[config.mk]
export PLATFORM = sky130hd
export DESIGN_NAME = alu_cmd_sequencer
export DESIGN_NICKNAME = d
export VERILOG_FILES = /design/src/rtl/alu_cmd_sequencer.sv
export SDC_FILE = /design/constraint.sdc
export NUM_CORES = 1
export LEC_CHECK = 0
export CAP_MARGIN = 20
export CORE_MARGIN = 3
export CORE_UTILIZATION = 33
export DETAILED_ROUTE_END_ITERATION = 6
export HOLD_SLACK_MARGIN = 0.05
export PLACE_DENSITY = 0.55
export SETUP_SLACK_MARGIN = 0.5
export SLEW_MARGIN = 20
export SYNTH_ARGS = -nofsm -noshare
export SYNTH_HDL_FRONTEND = slang
export SYNTH_SLANG_ARGS = --single-unit
[constraint.sdc]
create_clock -name clk -period 2.44 [get_ports clk]
set_input_delay 0.488 -clock clk [delete_from_list [all_inputs] [get_ports clk]]
set_output_delay 0.488 -clock clk [all_outputs]
set_load 0.02 [all_outputs]
[src/rtl/alu_cmd_sequencer.sv]
// Command sequencer for the 4-bit ALU: registers operands, waits a settle time,
// captures Result/Carry, returns them over a response handshake and self-checks against a golden model.
module alu_cmd_sequencer #(
  parameter int SETTLE_CYCLES = 1,
  parameter int CNT_W         = 8
) (
  input  logic             clk,
  input  logic             rst_n,
  input  logic             cmd_valid,
  output logic             cmd_ready,
  input  logic [3:0]       cmd_a,
  input  logic [3:0]       cmd_b,
  input  logic [1:0]       cmd_op,
  output logic [3:0]       alu_a,
  output logic [3:0]       alu_b,
  output logic [1:0]       alu_op,
  input  logic [3:0]       alu_result,
  input  logic             alu_carry,
  output logic             rsp_valid,
  input  logic             rsp_ready,
  output logic [3:0]       rsp_result,
  output logic             rsp_carry,
  output logic             err_mismatch,
  output logic [CNT_W-1:0] ops_done
);

  typedef enum logic [1:0] {IDLE, ISSUE, RESP} state_t;

  localparam logic [3:0] SETTLE_M1 = 4'(SETTLE_CYCLES - 1);

  state_t     state, state_nxt;
  logic [3:0] settle_cnt;
  logic       accept, capture, rsp_fire;
  logic [4:0] golden_val;
  logic       mismatch;

  function automatic logic [4:0] golden(input logic [3:0] a, input logic [3:0] b,
                                        input logic [1:0] op);
    case (op)
      2'b00:   golden = {1'b0, a} + {1'b0, b};
      2'b01:   golden = {1'b0, a} - {1'b0, b};
      2'b10:   golden = {1'b0, a & b};
      default: golden = {1'b0, a | b};
    endcase
  endfunction

  // The ALU leaves carry undriven for logic ops, so it is only meaningful for add/sub.
  function automatic logic mask_carry(input logic [1:0] op, input logic carry);
    mask_carry = op[1] ? 1'b0 : carry;
  endfunction

  assign golden_val = golden(alu_a, alu_b, alu_op);
  assign mismatch   = (alu_result != golden_val[3:0]) ||
                      (!alu_op[1] && (alu_carry != golden_val[4]));

  always_ff @(posedge clk or negedge rst_n) begin
    if (!rst_n) state <= IDLE;
    else        state <= state_nxt;
  end

  always_comb begin
    state_nxt = state;
    cmd_ready = 1'b0;
    accept    = 1'b0;
    capture   = 1'b0;
    rsp_fire  = 1'b0;
    case (state)
      IDLE: begin
        cmd_ready = rst_n;
        if (cmd_valid && rst_n) begin
          accept    = 1'b1;
          state_nxt = ISSUE;
        end
      end
      ISSUE: begin
        if (settle_cnt == 4'd0) begin
          capture   = 1'b1;
          state_nxt = RESP;
        end
      end
      RESP: begin
        if (rsp_ready) begin
          rsp_fire  = 1'b1;
          state_nxt = IDLE;
        end
      end
      default: state_nxt = IDLE;
    endcase
  end

  // Operand issue / settle count / result capture stage
  always_ff @(posedge clk or negedge rst_n) begin
    if (!rst_n) begin
      alu_a        <= 4'd0;
      alu_b        <= 4'd0;
      alu_op       <= 2'd0;
      settle_cnt   <= 4'd0;
      rsp_result   <= 4'd0;
      rsp_carry    <= 1'b0;
      rsp_valid    <= 1'b0;
      err_mismatch <= 1'b0;
      ops_done     <= '0;
    end else begin
      if (accept) begin
        alu_a      <= cmd_a;
        alu_b      <= cmd_b;
        alu_op     <= cmd_op;
        settle_cnt <= SETTLE_M1;
      end else if ((state == ISSUE) && (settle_cnt != 4'd0)) begin
        settle_cnt <= settle_cnt - 4'd1;
      end
      if (capture) begin
        rsp_result <= alu_result;
        rsp_carry  <= mask_carry(alu_op, alu_carry);
        rsp_valid  <= 1'b1;
        if (mismatch) err_mismatch <= 1'b1;
      end
      if (rsp_fire) begin
        rsp_valid <= 1'b0;
        ops_done  <= ops_done + CNT_W'(1);
      end
    end
  end

endmodule

Yosys cells after proc, flatten, opt, wreduce, memory -nomap -nowiden --
Index checks and enable logic that the tools add are counted.
Word-level totals: output and inout port bits 26, logic and storage cells 55, register bits 31
Cells by class: bitwise operators 2, equality and inequality tests 9, muxes and demuxes 17, reduce and logical (&&, ||, !) cells 13, add/sub/neg operators 4
Operators by type and width (number):
- $pmux W5 S3 | 1
- $mux W1 | 10
- $add A8 B1 Y8 const B | 1
- $mux W4 | 2
- $mux W2 | 3
- $ne A2 B2 Y1 const B | 3
- $pmux W2 S3 | 1
- $add A4 B4 Y5 | 1
- $sub A4 B4 Y5 | 1
- $and A4 B4 Y4 | 1
- $eq A2 B1 Y1 const B | 2
- $eq A2 B2 Y1 const B | 2
- $logic_not A2 Y1 | 2
- $logic_not A4 Y1 | 1
- $ne A4 B4 Y1 | 1
- $or A4 B4 Y4 | 1
- $reduce_bool A2 Y1 | 2
- $reduce_bool A4 Y1 | 1
- $sub A4 B1 Y4 const B | 1
- $logic_and A1 B1 Y1 | 3
- $reduce_and A3 Y1 | 1
- $reduce_and A2 Y1 | 1
- $logic_not A1 Y1 | 1
- $logic_or A1 B1 Y1 | 1
- $ne A1 B1 Y1 | 1

Logic depth before layout (Yosys ltp) --
depth in word-level cells 6, gate-level depth with buffers 10, gate-level depth less buffers 10

Worst setup path after synthesis --
Ideal clock, no wire load.
path kind register to register, start point register alu_op[1], end point register err_mismatch, clock period less this slack 2.329 ns, library setup time 0.133 ns, arrival 2.196 ns, path slack 0.111 ns, required time 2.307 ns, stages on the path, launching flop included 10, path through dfrtp_1 buf_4 nor2b_1 nor2_1 xnor2_1 ha_1 or4b_1 nand3_1 xnor2_1 a31oi_1
Between the ends: word-level cells in the longest chain between the ends 6, elaborated cells between the ends (all ways) 10
Ends and longest elaborated chain:
- start, declared | RTL line 16 | output logic [1:0] alu_op,
- start signal, assigned | RTL line 107 | alu_op <= cmd_op;
- $eq A2 B2 Y1, or another cell as far along | RTL line 39 | case (op)
- $pmux W5 S3 | RTL line 39
- $ne A1 B1 Y1 | RTL line 54 | (!alu_op[1] && (alu_carry != golden_val[4]));
- $logic_and A1 B1 Y1 | RTL line 54
- $logic_or A1 B1 Y1 * | RTL line 53 | assign mismatch = (alu_result != golden_val[3:0]) ||
- $reduce_and A2 Y1 (no source line) *
- end signal, assigned | RTL line 101 | err_mismatch <= 1'b0;
- end signal, assigned | RTL line 116 | if (mismatch) err_mismatch <= 1'b1;
- end, declared | RTL line 23 | output logic err_mismatch,
Mark *: on every way between the ends. The rest lies on a longest branch, timed or not. A chain may end at the register's enable or synchronous reset.

Worst setup path after layout --
start point register alu_b[0], end point register err_mismatch
Between the ends: word-level cells in the longest chain between the ends 6, elaborated cells between the ends (all ways) 10
Ends and longest elaborated chain:
- start, declared | RTL line 15 | output logic [3:0] alu_b,
- start signal, assigned | RTL line 106 | alu_b <= cmd_b;
- $sub A4 B4 Y5 / $add A4 B4 Y5 (equally long branches) | RTL line 41, 40
- $pmux W5 S3 * | RTL line 39
- $ne A1 B1 Y1 | RTL line 54
- $logic_and A1 B1 Y1 | RTL line 54
- $logic_or A1 B1 Y1 * | RTL line 53
- $reduce_and A2 Y1 (no source line) *
Marks and branches as above.

==> PnR_summary.wiki <==
{| class="wikitable"
! Metric !! Value
|-
| Clk_skew || 5.29 ps
|-
| Post-synthesis mux area share || 9.17%
|-
| Xor and xnor fraction of the mapped netlist area || 9.32%
|-
| Synth Area in Compound Gates || 7.17%
|-
| Post-synthesis cell type count || 38
|-
| Slowest cell on the critical path || or4b_1
|-
| Clock Root Buffer || clkbuf_8
|-
| Final setup violation count || 0
|-
| Core Footprint || 4850 um^2
|-
| Total number of yosys warnings || 0
|-
| Sink Count || 31
|-
| Gp weighted congestion || 0.746
|-
| Clock H-tree levels || 2
|-
| Minimum period implied by the final worst setup slack || 2130 ps
|-
| Detailed placement HPWL || 2880 um
|-
| First-pass iteration count of the detailed router || 4
|-
| Number of enable flip-flop cells after synthesis || 0
|-
| DRC || 0
|-
| Worst-path clk slew || 70 ps
|-
| Startpoint type of the worst setup path || flip-flop
|-
| Status || finished, final reports clean
|-
| Wire length of the first global-routing pass || 6560 um
|-
| Most area-consuming cells after synthesis || dfrtp_1, ha_1, xnor2_1
|-
| Crit end category || flip-flop
|-
| Final period utilization || 87.4%
|-
| Simple-gate area share of the yosys netlist || 16.1%
|-
| Headroom to the max-slew limit || 67.6%
|-
| Post-synthesis cell area || 1690 um^2
|-
| Slew of the pin with the lowest slew margin || 485 ps
|-
| Combinational family with the most area after synthesis || simple AND/OR/NAND/NOR gates
|-
| Dominant cell by count in the synthesized netlist || dfrtp_1
|-
| Final max-slew violation count || 0
|-
| Required @ worst endpoint || 2590 ps
|-
| Total congestion overflow after global routing || 0
|-
| Cell mode on critical path || xnor2_1
|-
| Ys async rst share || 100%
|-
| Post-cts hold buffer count || 0
|-
| DRC marker count from the first detailed-route iteration || 34
|-
| Maximum number of pins on one net before global-route repair || 32
|-
| Adder-cell share of the synthesized area || 8.43%
|-
| Maximum buffer depth of the clock tree || 2
|-
| Remaining number of nets flagged by the antenna check after routing || 0
|-
| Final Hold Fails || 0
|-
| Via count of the first global-routing pass || 1,378
|-
| Final non-filler cell area || 2430 um^2
|-
| Slowest cell delay on critical path || 520 ps
|-
| Flop and latch count out of synthesis || 31
|-
| Area leader, netlist || dfrtp_1
|-
| PortBufs || 44
|-
| Layout Nets || 243
|-
| VDD IR max || 0.777 mV
|-
| Total Neg Setup Slack || 0 ps
|-
| Crit path DAT || 2280 ps
|-
| Maxcap violations || 0
|-
| Portion of the post-synthesis area used by sequential elements || 45.9%
|-
| Placement Cell Area || 2220 um^2
|-
| Synth Area per Inst || 10.8 um^2
|-
| Clock latency of the later-clocked register in the worst-skew pair || 280 ps
|-
| Routed WL || 3810 um
|-
| Ant. Diodes || 0
|-
| Pwr/cell area || 1510 nW/um^2
|-
| Total clock buffers created by CTS || 5
|-
| Crit-path max FO || 4
|-
| Die Height || 77.6 um
|-
| Avg Vias per Cell || 4.74
|-
| Overall die area || 6020 um^2
|-
| Worst path cell trace || nor3_2, nor2_2, xnor2_1, ha_1, or4b_1, nand3_1, xnor2_1, a31oi_1
|-
| Initial cell density of the core || 34.9%
|-
| Post-synthesis to final-layout area growth || 43.5%
|-
| Type of the most critical hold path || reg2reg
|-
| Post-Synthesis Net Count || 185
|-
| Share of Yosys cell area claimed by the top area cell type || 45.9%
|-
| Setup slack after layout || 306 ps
|-
| Highest Clock Rate || 0.469 GHz
|-
| Antenna violations before repair || 0
|-
| Setup repair after global routing missed its margin || true
|-
| Prevailing post-synth register cell || dfrtp_1
|-
| Count of standard-cell rows || 25
|-
| Gate Count Post-Synth || 156
|-
| Gr usage total || 13.6%
|-
| DR vias || 1,338
|-
| TritonCTS clock tree || yes
|-
| IO Count || 45
|-
| Die span in x || 77.6 um
|-
| Worst setup slack after placement || 153 ps
|-
| Leakage || 1.04 nW
|-
| Most frequent cells after synthesis || dfrtp_1, nand2_1, xnor2_1, nor2_1
|-
| Fraction of final layout cells with drive strength greater than 1 || 20.9%
|-
| Category of the most critical setup path || reg2reg
|-
| Wire length per cell after detailed routing || 13.5 um
|}
## final timing paths
| path | startpoint | endpoint | slack [ps] | cells past startpoint |
|---|---|---|---|---|
| hold / removal | ops_done[7]$_DFFE_PN0P_ | ops_done[7]$_DFFE_PN0P_ | 470 | 1 |
| max in group asynchronous | rst_n | alu_b[2]$_DFFE_PN0P_ | 1460 | 2 |
| setup / recovery | alu_b[0]$_DFFE_PN0P_ | err_mismatch$_DFFE_PN0P_ | 310 | 8 |
| setup reg to reg | alu_b[0]$_DFFE_PN0P_ | err_mismatch$_DFFE_PN0P_ | 310 | 8 |
| hold reg to reg | ops_done[7]$_DFFE_PN0P_ | ops_done[7]$_DFFE_PN0P_ | 470 | 1 |
| min in group asynchronous | rst_n | ops_done[2]$_DFFE_PN0P_ | 660 | 2 |
## repair_timing
action / CTS / global route
gates resized for setup: 10 / 6
setup endpoints to repair: 4 / 3
pin swaps: 11 / 7
setup buffers: 4 / 3
## stage by stage
stage               power (W)  std cells  util [%]  hold slack (ps)
finish                0.00367        282      50.1              472
global route          0.00398        282      50.1              487
CTS                   0.00365        279      49.5              476
detailed placement    0.00300        267      45.9              463
global placement      0.00293        267      45.9              461
floorplan             0.00235        156         -              192
## cells by family (layout without fill, tap and decap cells)
group / count (synthesis) / in the layout
flops: 31 / 31
buf+inv: 12 / 71
fa+ha+maj: 11 / 11
mux: 14 / 14
simple gates: 48 / 48
compound gates: 22 / 22
xor+xnor: 18 / 18
## registers in the layout (all words and copies together), names as in the netlist
| register | cells |
|---|---|
| ops_done | 8 |
| rsp_result | 4 |
| rsp_valid | 1 |
| settle_cnt | 4 |
| state | 2 |
| alu_b | 4 |
| alu_a | 4 |
| alu_op | 2 |
| err_mismatch | 1 |
| rsp_carry | 1 |
## worst max-delay path: cells and delay by family (launching register included)
kind / cells / cell delay [ps]
XOR/XNOR: 2 / 250
flip-flops: 1 / 450
AO/OA/AOI/OAI: 1 / 100
adder cells (fa/ha/maj): 1 / 330
AND/OR/NAND/NOR: 4 / 880
## cells in the final DEF (no fill, tap or decap), types with 2 or more instances in the layout
cell type	n
clkdlybuf4s50_1	40
dfrtp_1	26
xnor2_1	12
nand2_1	12
buf_4	11
o21ai_0	9
nor2_1	8
ha_1	8
mux2_1	7
xor2_1	6
clkbuf_8	6
nand3_1	5
mux2_2	5
a21oi_1	5
dfrtp_2	5
inv_1	4
inv_2	3
nor2_2	3
nand2b_1	3
o21ai_1	3
nor3b_2	2
nor2b_1	2
nand4b_1	2
nor3b_1	2
dlygate4sd2_1	2
## where the power goes
| group | total [W] | switching, W | internal (W) |
|---|---|---|---|
| Clock | 0.000520 | 0.000190 | 0.000330 |
| Sequential | 0.000954 | 0.000219 | 0.000734 |
| Combinational | 0.00220 | 0.00107 | 0.00113 |
| Total | 0.00367 | 0.00148 | 0.00219 |
## metal layers
| layer | routed length (um) | GRT usage, % | share of wire (%) | vias up |
|---|---|---|---|---|
| met1 | 1690 | 16.6 | 44 | 648 |
| met5 | 0 | 0 | 0 | - |
| li1 | - | - | - | 653 |
| met2 | 1930 | 22.9 | 51 | 35 |
| met3 | 179 | 3.94 | 4.7 | 2 |
| met4 | 19 | 4.09 | 0.50 | 0 |
## area by class of cell
class	instances	area (um^2)
fill	442	2420
multi-input combinational	113	893
sequential	31	782
timing repair buffer	55	518
tap	67	83.8
clock buffer	6	82.6
clock inverter	2	35.0
inverter	8	32.5
Power figures use the tool's default switching activity.
